**config.mk**
```make
export PLATFORM = sky130hd
export DESIGN_NAME = div_arbiter
export DESIGN_NICKNAME = d
export VERILOG_FILES = /design/src/rtl/div_arbiter.sv
export SDC_FILE = /design/constraint.sdc
export NUM_CORES = 1
export LEC_CHECK = 0
export ABC_CLOCK_PERIOD_IN_PS = 5050
export BUFFER_PORTS_ARGS = -buffer_cell sky130_fd_sc_hd__clkbuf_2
export CORE_AREA = 2 2 158 160
export CTS_CLUSTER_SIZE = 16
export DETAILED_ROUTE_END_ITERATION = 12
export DIE_AREA = 0 0 160 162
export PLACE_DENSITY = 0.6
export SYNTH_ARGS = -nofsm -noshare
export SYNTH_HDL_FRONTEND = slang
export SYNTH_SLANG_ARGS = --single-unit
```
**constraint.sdc**
```tcl
create_clock -name ck -period 5.05 [get_ports ck]
set_clock_uncertainty 0.2 [all_clocks]
set_input_delay 0 -clock ck [delete_from_list [all_inputs] [get_ports ck]]
set_output_delay 0 -clock ck [all_outputs]
set_load 0.01 [all_outputs]
```
**src/rtl/div_arbiter.sv**
```systemverilog
// div_arbiter
// Round-robin scheduler sharing one iterative signed divider among NREQ
// requesters. The winner's operands are latched, the divider is started
// with a single pulse, and the quotient is returned with a one-cycle done
// pulse to the winner. This block is the only driver of div_start.
//
// Optional feature macro: DIV_ARB_DIVZERO_EN
//   defined   : a zero denominator is answered locally (q_out = all ones,
//               err = 1) without starting the divider.
//   undefined : zero denominators go to the divider like any other; err = 0.

module div_arbiter #(
  parameter int NREQ = 4,
  parameter int W    = 32
) (
  input  logic              ck,
  input  logic              rst_n,
  input  logic [NREQ-1:0]   req,
  input  logic [NREQ*W-1:0] n_in,
  input  logic [NREQ*W-1:0] d_in,
  output logic [NREQ-1:0]   gnt,
  output logic [NREQ-1:0]   done,
  output logic [W-1:0]      q_out,
  output logic              err,
  output logic [W-1:0]      div_n,
  output logic [W-1:0]      div_d,
  output logic              div_start,
  input  logic              div_finished,
  input  logic [W-1:0]      div_q
);

  localparam int PW = (NREQ > 1) ? $clog2(NREQ) : 1;

  typedef enum logic [1:0] {
    ST_IDLE  = 2'd0,
    ST_ISSUE = 2'd1,
    ST_WAIT  = 2'd2,
    ST_RESP  = 2'd3
  } state_t;

  state_t          state_r;
  logic [PW-1:0]   ptr_r;
  logic [PW-1:0]   win_r;
  logic            err_r;

  logic            any_s;
  logic [PW-1:0]   pick_s;
  logic [PW:0]     sum_s;
  logic [NREQ-1:0] pick_oh_s;
  logic [W-1:0]    pick_n_s;
  logic [W-1:0]    pick_d_s;

  assign err = err_r;

  // Round-robin search: first requester at or after ptr, wrapping past NREQ-1.
  always_comb begin
    any_s  = 1'b0;
    pick_s = {PW{1'b0}};
    sum_s  = {(PW+1){1'b0}};
    for (int k = 0; k < NREQ; k++) begin
      sum_s = {1'b0, ptr_r} + (PW+1)'(k);
      if (sum_s >= (PW+1)'(NREQ)) begin
        sum_s = sum_s - (PW+1)'(NREQ);
      end else begin
        sum_s = sum_s;
      end
      if (!any_s && req[sum_s[PW-1:0]]) begin
        any_s  = 1'b1;
        pick_s = sum_s[PW-1:0];
      end else begin
        any_s  = any_s;
      end
    end
  end

  // Decode the winner into a one-hot grant and select its operand pair.
  always_comb begin
    pick_oh_s = {NREQ{1'b0}};
    pick_n_s  = {W{1'b0}};
    pick_d_s  = {W{1'b0}};
    for (int k = 0; k < NREQ; k++) begin
      if (pick_s == PW'(k)) begin
        pick_oh_s[k] = 1'b1;
        pick_n_s     = n_in[k*W +: W];
        pick_d_s     = d_in[k*W +: W];
      end else begin
        pick_oh_s[k] = 1'b0;
      end
    end
  end

  // Transaction FSM: grant/latch, start pulse, wait for divider, respond.
  always_ff @(posedge ck or negedge rst_n) begin
    if (!rst_n) begin
      state_r   <= ST_IDLE;
      ptr_r     <= {PW{1'b0}};
      win_r     <= {PW{1'b0}};
      gnt       <= {NREQ{1'b0}};
      done      <= {NREQ{1'b0}};
      div_start <= 1'b0;
      q_out     <= {W{1'b0}};
      err_r     <= 1'b0;
      div_n     <= {W{1'b0}};
      div_d     <= {W{1'b0}};
    end else begin
      div_start <= 1'b0;
      done      <= {NREQ{1'b0}};
      case (state_r)
        ST_IDLE: begin
          // div_finished is deliberately ignored here: a result arriving
          // after an aborting reset must not be reported.
          if (any_s) begin
            win_r <= pick_s;
            gnt   <= pick_oh_s;
            div_n <= pick_n_s;
            div_d <= pick_d_s;
`ifdef DIV_ARB_DIVZERO_EN
            if (pick_d_s == {W{1'b0}}) begin
              q_out   <= {W{1'b1}};
              err_r   <= 1'b1;
              state_r <= ST_RESP;
            end else begin
              div_start <= 1'b1;
              state_r   <= ST_ISSUE;
            end
`else
            div_start <= 1'b1;
            state_r   <= ST_ISSUE;
`endif
          end else begin
            state_r <= ST_IDLE;
          end
        end
        ST_ISSUE: begin
          // The start pulse is on the wire this cycle; a finished flag seen
          // now would belong to something else and is not looked at.
          state_r <= ST_WAIT;
        end
        ST_WAIT: begin
          if (div_finished) begin
            q_out   <= div_q;
            err_r   <= 1'b0;
            state_r <= ST_RESP;
          end else begin
            state_r <= ST_WAIT;
          end
        end
        ST_RESP: begin
          // A requester that gave up keeps its done low; the slot still counts.
          done <= gnt & req;
          gnt  <= {NREQ{1'b0}};
          if (win_r == PW'(NREQ - 1)) begin
            ptr_r <= {PW{1'b0}};
          end else begin
            ptr_r <= win_r + PW'(1);
          end
          state_r <= ST_IDLE;
        end
        default: begin
          gnt     <= {NREQ{1'b0}};
          state_r <= ST_IDLE;
        end
      endcase
    end
  end

endmodule

```
==> metrics.cfg <==
[finish]
final_cell_area_sq_um = 11500
syn_to_final_growth_pct = 71.1
fill_cells = 2292
num-nets-final = 1531
diodes = 0
drive_above_1_share = 0.382
final_common_cell = clkbuf_2
layout_common_cells = clkbuf_2, dlygate4sd3_1, dfrtp_1, nand2_1
fin_util = 0.476

[setup_path]
cp_max_fo = 59
crit_family = simple AND/OR/NAND/NOR gates
r2r-start = ptr_r[1]$_DFFE_PN0P_
cp.arrival_ns = 3.86
critical_path.slowest_cell = nand2_2
r2r_end = div_n[21]$_DFFE_PN0P_
cp_num_buf_inv = 5
cp.required_ns = 5.09
rrSetupSlack_ns = 1.25
path_cells = dlygate4sd3_1 > clkbuf_2 > nor4_2 > nand2b_4 > inv_2 > nand2_2 > buf_4 > o211ai_1 > dlygate4sd3_1
path_class = in -> reg
r2r_cells = 8
endpoint_kind = flip-flop
max_stage_delay_ns = 0.68
start_kind = input pin
path_common_cell = dlygate4sd3_1

[synthesis]
synth_enable_flop_cells = 0
synth.avg_cell_area_sq_um = 10.1
syn_area_sq_um = 6700
ys_types = 34
ys_ff_latch = 111
syn_inst = 662
yosys_warnings = 0
yosysSeqAreaShare = 0.414
synth-main-ff-cell = dfrtp_1
synth_fp_nets = 961
async_flop_share = 1.00

[global_routing]
globalRouteTotalUtil = 0.219
grt_pass1_wl_microns = 45500
grt_antenna_before_repair = 0
grt_pass1_vias = 8729
grt_max_degree = 77
globalRoute.totalOverflow = 0

[clock_tree]
cts_buffers = 9
cts_buffer_depth = 2
cts_tree = done
cts_max_level = 3
insertion_delay_ns = 0.37
clkTransAtPathRegs_ns = 0.09
cts_sinks = 111
ctsResizeCount = 0
cts_root_buf = clkbuf_16
postCtsSetupRepairBufs = 0

[die]
rows = 57
ios = 401
start_util = 0.278
core_sq_um = 24100
die_x_microns = 160
dieArea_sq_um = 25900
die_h_microns = 162

[flow_run]
maxCapViolCount = 0

[timing]
tightest_slew_ns = 1.12
setup_viol = 0
finalCritPeriodShare = 0.757
post-route-min-period_ns = 3.82
clock.fmax_mhz = 262
rsz0062_at_grt = no
drv_slew = 0
slew_headroom = 0.255
setup-tns-final_ns = 0
hold_ws_ns = 0.0148
hold_viol = 0

[placed_design]
placed_area_sq_um = 8840
port_buffers = 399
place_congestion = 0.831
dp_hpwl_microns = 18400

[route]
wire_per_inst_microns = 18.8
routed_wl_microns = 29300
postRouteAntennaNets = 0
via_per_inst = 5.16
drtIter0Drc = 665
num_vias = 8051
drc_errors = 0
dr.pass1.iters = 5

[worst_hold_path]
hold_path_class = in -> async

[power]
peakVddDrop_mv = 0.325
leakage_nw = 5.54
power_density_nw_per_um2 = 516
finalPower_mw = 5.92

[run_status]
outcome = finished, final reports clean

==> power breakdown <==
group          switching, mW  total, mW  internal, mW
logic                   1.81       3.56          1.75
registers              0.252       1.57          1.32
clock network          0.418      0.786         0.367
total                   2.48       5.92          3.44
==> cell type report <==
cell class	instances	area, sq um	area share
Multi-Input combinational cell	464	3550	0.309
Clock buffer	9	225	0.0196
Timing Repair Buffer	642	4400	0.384
Tap cell	324	405	0.0354
Clock inverter	7	96.3	0.00840
Sequential cell	111	2780	0.242
Inverter	4	15.0	0.00131
==> logic make-up (layout without fill, tap and decap cells) <==
family / after synthesis / in the layout / synth area share
fa+ha+maj: 4 / 4 / 0.00747
compound gates: 212 / 212 / 0.250
other cells: 1 / 1 / 0.000559
flops: 111 / 111 / 0.414
simple gates: 150 / 150 / 0.114
mux: 97 / 97 / 0.151
buf+inv: 87 / 662 / 0.0633
==> how the worst max path moves through the flow <==
stage | from | to | depth (start not counted)
after global routing | req[0] | div_d[11]$_DFFE_PN0P_ | 9
after global placement | req[0] | div_d[12]$_DFFE_PN0P_ | 7
after detailed placement | req[0] | div_d[14]$_DFFE_PN0P_ | 7
after CTS | req[0] | div_d[14]$_DFFE_PN0P_ | 9
after floorplan | ptr_r[1]$_DFFE_PN0P_ | gnt[0]$_DFFE_PN0P_ | 7
final | req[0] | div_d[11]$_DFFE_PN0P_ | 9
==> per-layer routing <==
metal | track usage | vias up | part of all wire
li1 | - | 3730 | -
met1 | 0.248 | 3833 | 0.39
met2 | 0.396 | 400 | 0.50
met3 | 0.0485 | 88 | 0.069
met4 | 0.0999 | 0 | 0.038
met5 | 0 | - | 0
==> stage by stage <==
step	instances	setup slack (ns)
floorplan	662	3.05
global placement	1315	2.01
detailed placement	1315	1.96
CTS	1561	1.26
global route	1561	1.00
finish	1561	1.23
==> what timing repair did <==
| item | 4_1_cts | 5_1_grt |
|---|---|---|
| setup endpoints to repair | 0 | 0 |
| hold buffers | 230 | 0 |
| hold endpoints to repair | 155 | 0 |
==> sequential cells by signal (all words and copies together), names as in the netlist <==
| name | flops |
|---|---|
| state_r | 2 |
| q_out | 32 |
| div_d | 32 |
| win_r | 2 |
| done | 4 |
| div_start | 1 |
| div_n | 32 |
| ptr_r | 2 |
| gnt | 4 |
==> synthesized netlist by cell type (6+ instances only) <==
| cell | number | area share |
|---|---|---|
| nand4_1 | 64 | 0.060 |
| mux2_2 | 33 | 0.055 |
| a211o_1 | 64 | 0.084 |
| buf_2 | 33 | 0.025 |
| clkbuf_1 | 33 | 0.018 |
| dfrtp_1 | 111 | 0.41 |
| mux2i_1 | 64 | 0.096 |
| nand2_1 | 68 | 0.038 |
| buf_4 | 7 | 0.0078 |
| o211ai_1 | 64 | 0.072 |
| o31ai_1 | 64 | 0.072 |
| buf_1 | 6 | 0.0034 |
==> worst register-to-register path, cell delays in order, from the launching register on <==
cell           delay [ns]
dfrtp_1              0.45
nand2b_1             0.23
a21oi_4              0.74
nor3_4               0.04
buf_4                0.42
mux2i_1              0.32
dlygate4sd3_1        0.61
o211ai_1             0.08
dlygate4sd3_1        0.60
Power figures use the tool's default switching activity.
